**src/rtl/apb_master_mslv.sv**
```systemverilog
// -----------------------------------------------------------------------------
// apb_master_mslv
//
// Parametrised APB master for NSLV slaves. It takes one command at a time over
// a valid/ready interface. It decodes the target slave from the upper address
// bits and runs the IDLE -> SETUP -> ACCESS sequence on the selected PSEL line.
// When the transfer ends it returns a one-cycle response pulse.
//
// Optional feature (macro APB_TIMEOUT_EN):
//   When defined, an ACCESS phase that waits TIMEOUT_CYCLES cycles without
//   pready from the selected slave is aborted. The abort returns an error
//   response. When undefined, ACCESS waits indefinitely.
//
// Parameters:
//   AW             address width
//   DW             data width (multiple of 8)
//   NSLV           number of slaves, 1..16
//   TIMEOUT_CYCLES ACCESS wait limit (APB_TIMEOUT_EN builds only)
//
// Ports:
//   pclk, presetn              clock, asynchronous active-low reset
//   cmd_valid / cmd_ready      command handshake
//   cmd_write, cmd_addr,
//   cmd_wdata, cmd_strb        command payload
//   rsp_valid, rsp_rdata,
//   rsp_err                    one-cycle response; data and error hold until
//                              the next response
//   psel, penable, pwrite,
//   paddr, pwdata, pstrb       APB request side (all registered)
//   prdata, pready, pslverr    APB slave returns; slave i uses slice i
// -----------------------------------------------------------------------------
module apb_master_mslv #(
  parameter int AW             = 16,
  parameter int DW             = 32,
  parameter int NSLV           = 4,
  parameter int TIMEOUT_CYCLES = 16
) (
  input  logic                 pclk,
  input  logic                 presetn,
  input  logic                 cmd_valid,
  output logic                 cmd_ready,
  input  logic                 cmd_write,
  input  logic [AW-1:0]        cmd_addr,
  input  logic [DW-1:0]        cmd_wdata,
  input  logic [DW/8-1:0]      cmd_strb,
  output logic                 rsp_valid,
  output logic [DW-1:0]        rsp_rdata,
  output logic                 rsp_err,
  output logic [NSLV-1:0]      psel,
  output logic                 penable,
  output logic                 pwrite,
  output logic [AW-1:0]        paddr,
  output logic [DW-1:0]        pwdata,
  output logic [DW/8-1:0]      pstrb,
  input  logic [NSLV*DW-1:0]   prdata,
  input  logic [NSLV-1:0]      pready,
  input  logic [NSLV-1:0]      pslverr
);

  // Slave-index width taken from the top of the address. The register width
  // is kept at least one bit so that NSLV=1 still elaborates.
  localparam int SW = (NSLV > 1) ? $clog2(NSLV) : 0;
  localparam int IW = (SW > 0) ? SW : 1;
  localparam logic [IW:0] NSLV_W = (IW+1)'(NSLV);

  if ((DW % 8) != 0 || DW < 8) begin : g_bad_dw
    $error("apb_master_mslv: DW must be a non-zero multiple of 8");
  end
  if (NSLV < 1 || NSLV > 16) begin : g_bad_nslv
    $error("apb_master_mslv: NSLV must be in 1..16");
  end
  if (TIMEOUT_CYCLES < 1) begin : g_bad_timeout
    $error("apb_master_mslv: TIMEOUT_CYCLES must be at least 1");
  end

  typedef enum logic [1:0] {
    IDLE   = 2'd0,
    SETUP  = 2'd1,
    ACCESS = 2'd2
  } state_t;

  state_t          state;
  logic [IW-1:0]   idx;        // slave owning the current transfer
  logic [IW-1:0]   cmd_idx;    // slave addressed by the incoming command
  logic            decode_err;
  logic            sel_ready;
  logic            sel_err;
  logic [DW-1:0]   sel_rdata;

  if (SW == 0) begin : g_single
    assign cmd_idx = '0;
  end else begin : g_decode
    assign cmd_idx = cmd_addr[AW-1 -: SW];
  end

  // Only reachable when NSLV is not a power of two.
  assign decode_err = ({1'b0, cmd_idx} >= NSLV_W);

  // Return mux: only the slave that owns the transfer is looked at.
  always_comb begin
    // NOTE: every output of this block gets a default before the loop, so no
    // path leaves it unassigned and no latch is inferred.
    sel_ready = 1'b0;
    sel_err   = 1'b0;
    sel_rdata = '0;
    for (int i = 0; i < NSLV; i++) begin
      if (idx == IW'(i)) begin
        sel_ready = pready[i];
        sel_err   = pslverr[i];
        sel_rdata = prdata[i*DW +: DW];
      end
    end
  end

`ifdef APB_TIMEOUT_EN
  localparam int CW = $clog2(TIMEOUT_CYCLES + 1);
  logic [CW-1:0] wait_cnt;
  logic          timeout_hit;

  // The counter still holds the previous count on the edge being decided, so
  // the limit is reached when that count is one short of TIMEOUT_CYCLES.
  assign timeout_hit = (wait_cnt == CW'(TIMEOUT_CYCLES - 1));
`endif

  always_ff @(posedge pclk or negedge presetn) begin
    if (!presetn) begin
      state     <= IDLE;
      idx       <= '0;
      cmd_ready <= 1'b0;
      rsp_valid <= 1'b0;
      rsp_rdata <= '0;
      rsp_err   <= 1'b0;
      psel      <= '0;
      penable   <= 1'b0;
      pwrite    <= 1'b0;
      paddr     <= '0;
      pwdata    <= '0;
      pstrb     <= '0;
`ifdef APB_TIMEOUT_EN
      wait_cnt  <= '0;
`endif
    end else begin
      // NOTE: non-blocking assignments only, so every register here sees the
      // values from before the edge, whatever the statement order.
      rsp_valid <= 1'b0;
      case (state)
        IDLE: begin
          cmd_ready <= 1'b1;
          if (cmd_valid && cmd_ready) begin
            if (decode_err) begin
              // No slave behind this address: answer at once and stay idle.
              rsp_valid <= 1'b1;
              rsp_err   <= 1'b1;
              rsp_rdata <= '0;
            end else begin
              state     <= SETUP;
              cmd_ready <= 1'b0;
              idx       <= cmd_idx;
              paddr     <= cmd_addr;
              pwrite    <= cmd_write;
              pwdata    <= cmd_write ? cmd_wdata : '0;
              pstrb     <= cmd_write ? cmd_strb  : '0;
              psel      <= NSLV'(1) << cmd_idx;
            end
          end
        end

        SETUP: begin
          state   <= ACCESS;
          penable <= 1'b1;
`ifdef APB_TIMEOUT_EN
          wait_cnt <= '0;
`endif
        end

        ACCESS: begin
          if (sel_ready) begin
            state     <= IDLE;
            cmd_ready <= 1'b1;
            psel      <= '0;
            penable   <= 1'b0;
            rsp_valid <= 1'b1;
            rsp_err   <= sel_err;
            // Read data is passed through even on a slave error.
            rsp_rdata <= pwrite ? '0 : sel_rdata;
          end
`ifdef APB_TIMEOUT_EN
          else if (timeout_hit) begin
            state     <= IDLE;
            cmd_ready <= 1'b1;
            psel      <= '0;
            penable   <= 1'b0;
            rsp_valid <= 1'b1;
            rsp_err   <= 1'b1;
            rsp_rdata <= '0;
          end else begin
            wait_cnt <= wait_cnt + 1'b1;
          end
`endif
        end

        default: begin
          state     <= IDLE;
          psel      <= '0;
          penable   <= 1'b0;
        end
      endcase
    end
  end

endmodule
```
**config.mk**
```make
export PLATFORM = sky130hd
export DESIGN_NAME = apb_master_mslv
export DESIGN_NICKNAME = d
export VERILOG_FILES = /design/src/rtl/apb_master_mslv.sv
export SDC_FILE = /design/constraint.sdc
export NUM_CORES = 1
export LEC_CHECK = 0
export BUFFER_PORTS_ARGS = -buffer_cell sky130_fd_sc_hd__clkbuf_2
export CORE_AREA = 2 2 110 112
export CTS_CLUSTER_DIAMETER = 200
export DETAILED_ROUTE_END_ITERATION = 7
export DIE_AREA = 0 0 112 114
export PLACE_DENSITY = 0.85
export SETUP_SLACK_MARGIN = 0.5
export SLEW_MARGIN = 5
export SYNTH_ARGS = -nofsm -noshare
export SYNTH_HDL_FRONTEND = slang
export SYNTH_SLANG_ARGS = --single-unit
```
**constraint.sdc**
```tcl
create_clock -name pclk -period 2.1 [get_ports pclk]
set_clock_uncertainty 0.15 [all_clocks]
set_input_delay 0.315 -clock pclk [delete_from_list [all_inputs] [get_ports pclk]]
set_output_delay 0.315 -clock pclk [all_outputs]
set_load 0.03 [all_outputs]
```
==> results.json <==
{
  "wl_um": 14800,
  "filler_cell_count": 980,
  "worst_pin_slew_ns": 0.733,
  "die-area_um2": 12800,
  "clockBufferDepth": 2,
  "die_w_um": 112,
  "die_h_um": 114,
  "tns_ns": 0,
  "gr-total-overflow": 0,
  "rsz0062_at_grt": "true",
  "synth_top_area_share_pct": 50.2,
  "synth_area_leaders": "dfrtp_1 (50%), mux2i_1 (14%), nand2_1 (9.7%)",
  "worstPathRequired_ns": 2.17,
  "io-pin-count": 285,
  "synth_cell_types": 29,
  "ant_nets": 0,
  "antenna_found_initial": 0,
  "netlist_area_um2": 4740,
  "setup_viol": 0,
  "syn_avg_cell_area_um2": 10.7,
  "grt_pass1_vias": 4327,
  "ys_warn_count": 0,
  "synth_cells": 442,
  "rows": 40,
  "power.leakage_nw": 3.92,
  "numCtsBuffers": 9,
  "viasPerCell": 5.05,
  "initial_core_util_pct": 40.4,
  "place_hpwl_um": 10200,
  "post-route-min-period_ns": 1.90,
  "finalHoldViolCount": 0,
  "port_buffers": 284,
  "cts_tree": "yes",
  "synth-seq-cells": 95,
  "final_util_pct": 58.8,
  "synth_common_cells": "nand2_1 (123), dfrtp_1 (95), mux2i_1 (64), nand3_1 (36), o22ai_1 (33)",
  "first_pass_iters": 5,
  "cp_max_fo": 14,
  "root_buffer": "clkbuf_16",
  "insertion_delay_ns": 0.33,
  "crit_path_start_kind": "register",
  "p_total_mw": 10.7,
  "grt.total_usage_pct": 22.3,
  "status": "finished, final reports clean",
  "relSlewSlack_pct": 51.1,
  "ys.flop_type": "dfrtp_1",
  "first_iter_violations": 282,
  "grt_max_degree": 96,
  "max_freq_ghz": 0.525,
  "power_density_nw_per_um2": 1560,
  "syn_to_final_growth_pct": 45.4,
  "hp-class": "input pin to register",
  "htreeDepth": 3,
  "min_period_over_period_pct": 90.7,
  "synth_edf_count": 0,
  "clock_sinks": 95,
  "yosys.area.top_type": "dfrtp_1",
  "end_kind": "register",
  "synth.most_common_cell": "nand2_1",
  "dr_total_vias": 4436,
  "synth_fp_nets": 634,
  "max-cap-violations": 0,
  "ys_seq_area_share_pct": 50.2,
  "slew_viol_final": 0,
  "grt_pass1_wl_um": 22400,
  "drc": 0,
  "ir_worst_vdd_mv": 1.03,
  "antenna_cells": 0,
  "core-area_um2": 11700,
  "synthArstFlopShare_pct": 100,
  "critical_path_arrival_ns": 1.97,
  "drive_gt1_share_pct": 50.6,
  "num-nets-final": 918,
  "clkSlewWorstSetupHoldPaths_ns": 0.07,
  "place.gp.congestion": 0.848,
  "routedWlPerCell_um": 16.9,
  "criticalPathCategory": "register to register"
}
==> layout by cell type, fill, tap and decap left out, drive strengths merged, types with 4 or more instances in the layout <==
cell / Yosys / routed
buf: 13 / 21
clkbuf: 22 / 294
dfrtp: 95 / 95
inv: 2 / 6
mux2: 33 / 33
mux2i: 64 / 64
nand2: 123 / 123
nand2b: 4 / 4
nand3: 36 / 36
o22ai: 33 / 33
==> through the flow <==
stage | setup slack (ns) | hold slack (ns) | instance area, µm² | cells
floorplan | 0.0502 | -0.131 | 4740 | 442
global placement | 0.130 | 0.253 | 6270 | 847
detailed placement | 0.0929 | 0.258 | 6270 | 847
CTS | 0.175 | 0.00229 | 6740 | 870
global route | 0.156 | 0.0141 | 6880 | 878
finish | 0.196 | 0.0179 | 6880 | 878
==> metal layers <==
layer	vias up	global-route usage, %	routed length [µm]
met4	0	6.59	275
met5	-	0	0
met2	224	37.9	7450
met1	2097	28.2	5790
li1	2097	-	-
met3	18	5.95	1320
==> worst paths after layout <==
check / from / to / slack, ns / cells past startpoint
worst min register to register: pwdata[13] / pwdata[13] / 0.32 / 2
worst max register to register: paddr[14] / rsp_rdata[20] / 0.20 / 4
min in group asynchronous: presetn / pwdata[16] / 0.44 / 3
max in group asynchronous: presetn / paddr[14] / 0.97 / 3
worst min-delay path: cmd_addr[12] / paddr[12] / 0.02 / 3
worst max-delay path: paddr[14] / rsp_rdata[20] / 0.20 / 4
==> worst max-delay path, stage by stage, from the launching register on <==
cell      delay, ns
dfrtp_4        0.42
mux4_2         0.54
nand2b_4       0.17
buf_16         0.19
mux2_4         0.31
==> cells by family after synthesis <==
logic type	after synthesis	share of synthesized area, %
buffers and inverters	37	4.44
muxes	99	24.6
DFF	95	50.2
AOI/OAI and AO/OA	40	5.47
and+or+nand+nor	171	15.3
==> registers in the layout, indices dropped and copies added (netlist names) <==
| register | count |
|---|---|
| cmd_ready | 1 |
| paddr | 16 |
| penable | 1 |
| psel | 4 |
| pstrb | 4 |
| pwdata | 32 |
| pwrite | 1 |
| rsp_err | 1 |
| rsp_rdata | 32 |
| rsp_valid | 1 |
| state | 2 |
==> area by class of cell <==
class                   instances  area [µm²]  share of cell area, %
well taps                     147         184                   2.67
clock buffers                   9         225                   3.27
clock inverters                 7        63.8                  0.927
flip-flops and latches         95        2380                   34.6
multi-input cells             310        2200                   32.0
repair buffers                308        1810                   26.3
inverters                       2        10.0                  0.145
==> where the power goes <==
| part | switching [mW] | internal [mW] |
|---|---|---|
| Sequential | 0.501 | 2.60 |
| Clock | 0.741 | 0.830 |
| Combinational | 3.59 | 2.46 |
| Total | 4.84 | 5.89 |
==> timing repair <==
item	CTS	global route
setup buffers	2	6
gates cloned	4	2
pin swaps	1	4
setup endpoints to repair	43	78
gates resized for setup	9	14
endpoints found under the hold margin	95	0
hold buffers	1	0
Note: power is estimated with default switching activity, not from simulation.
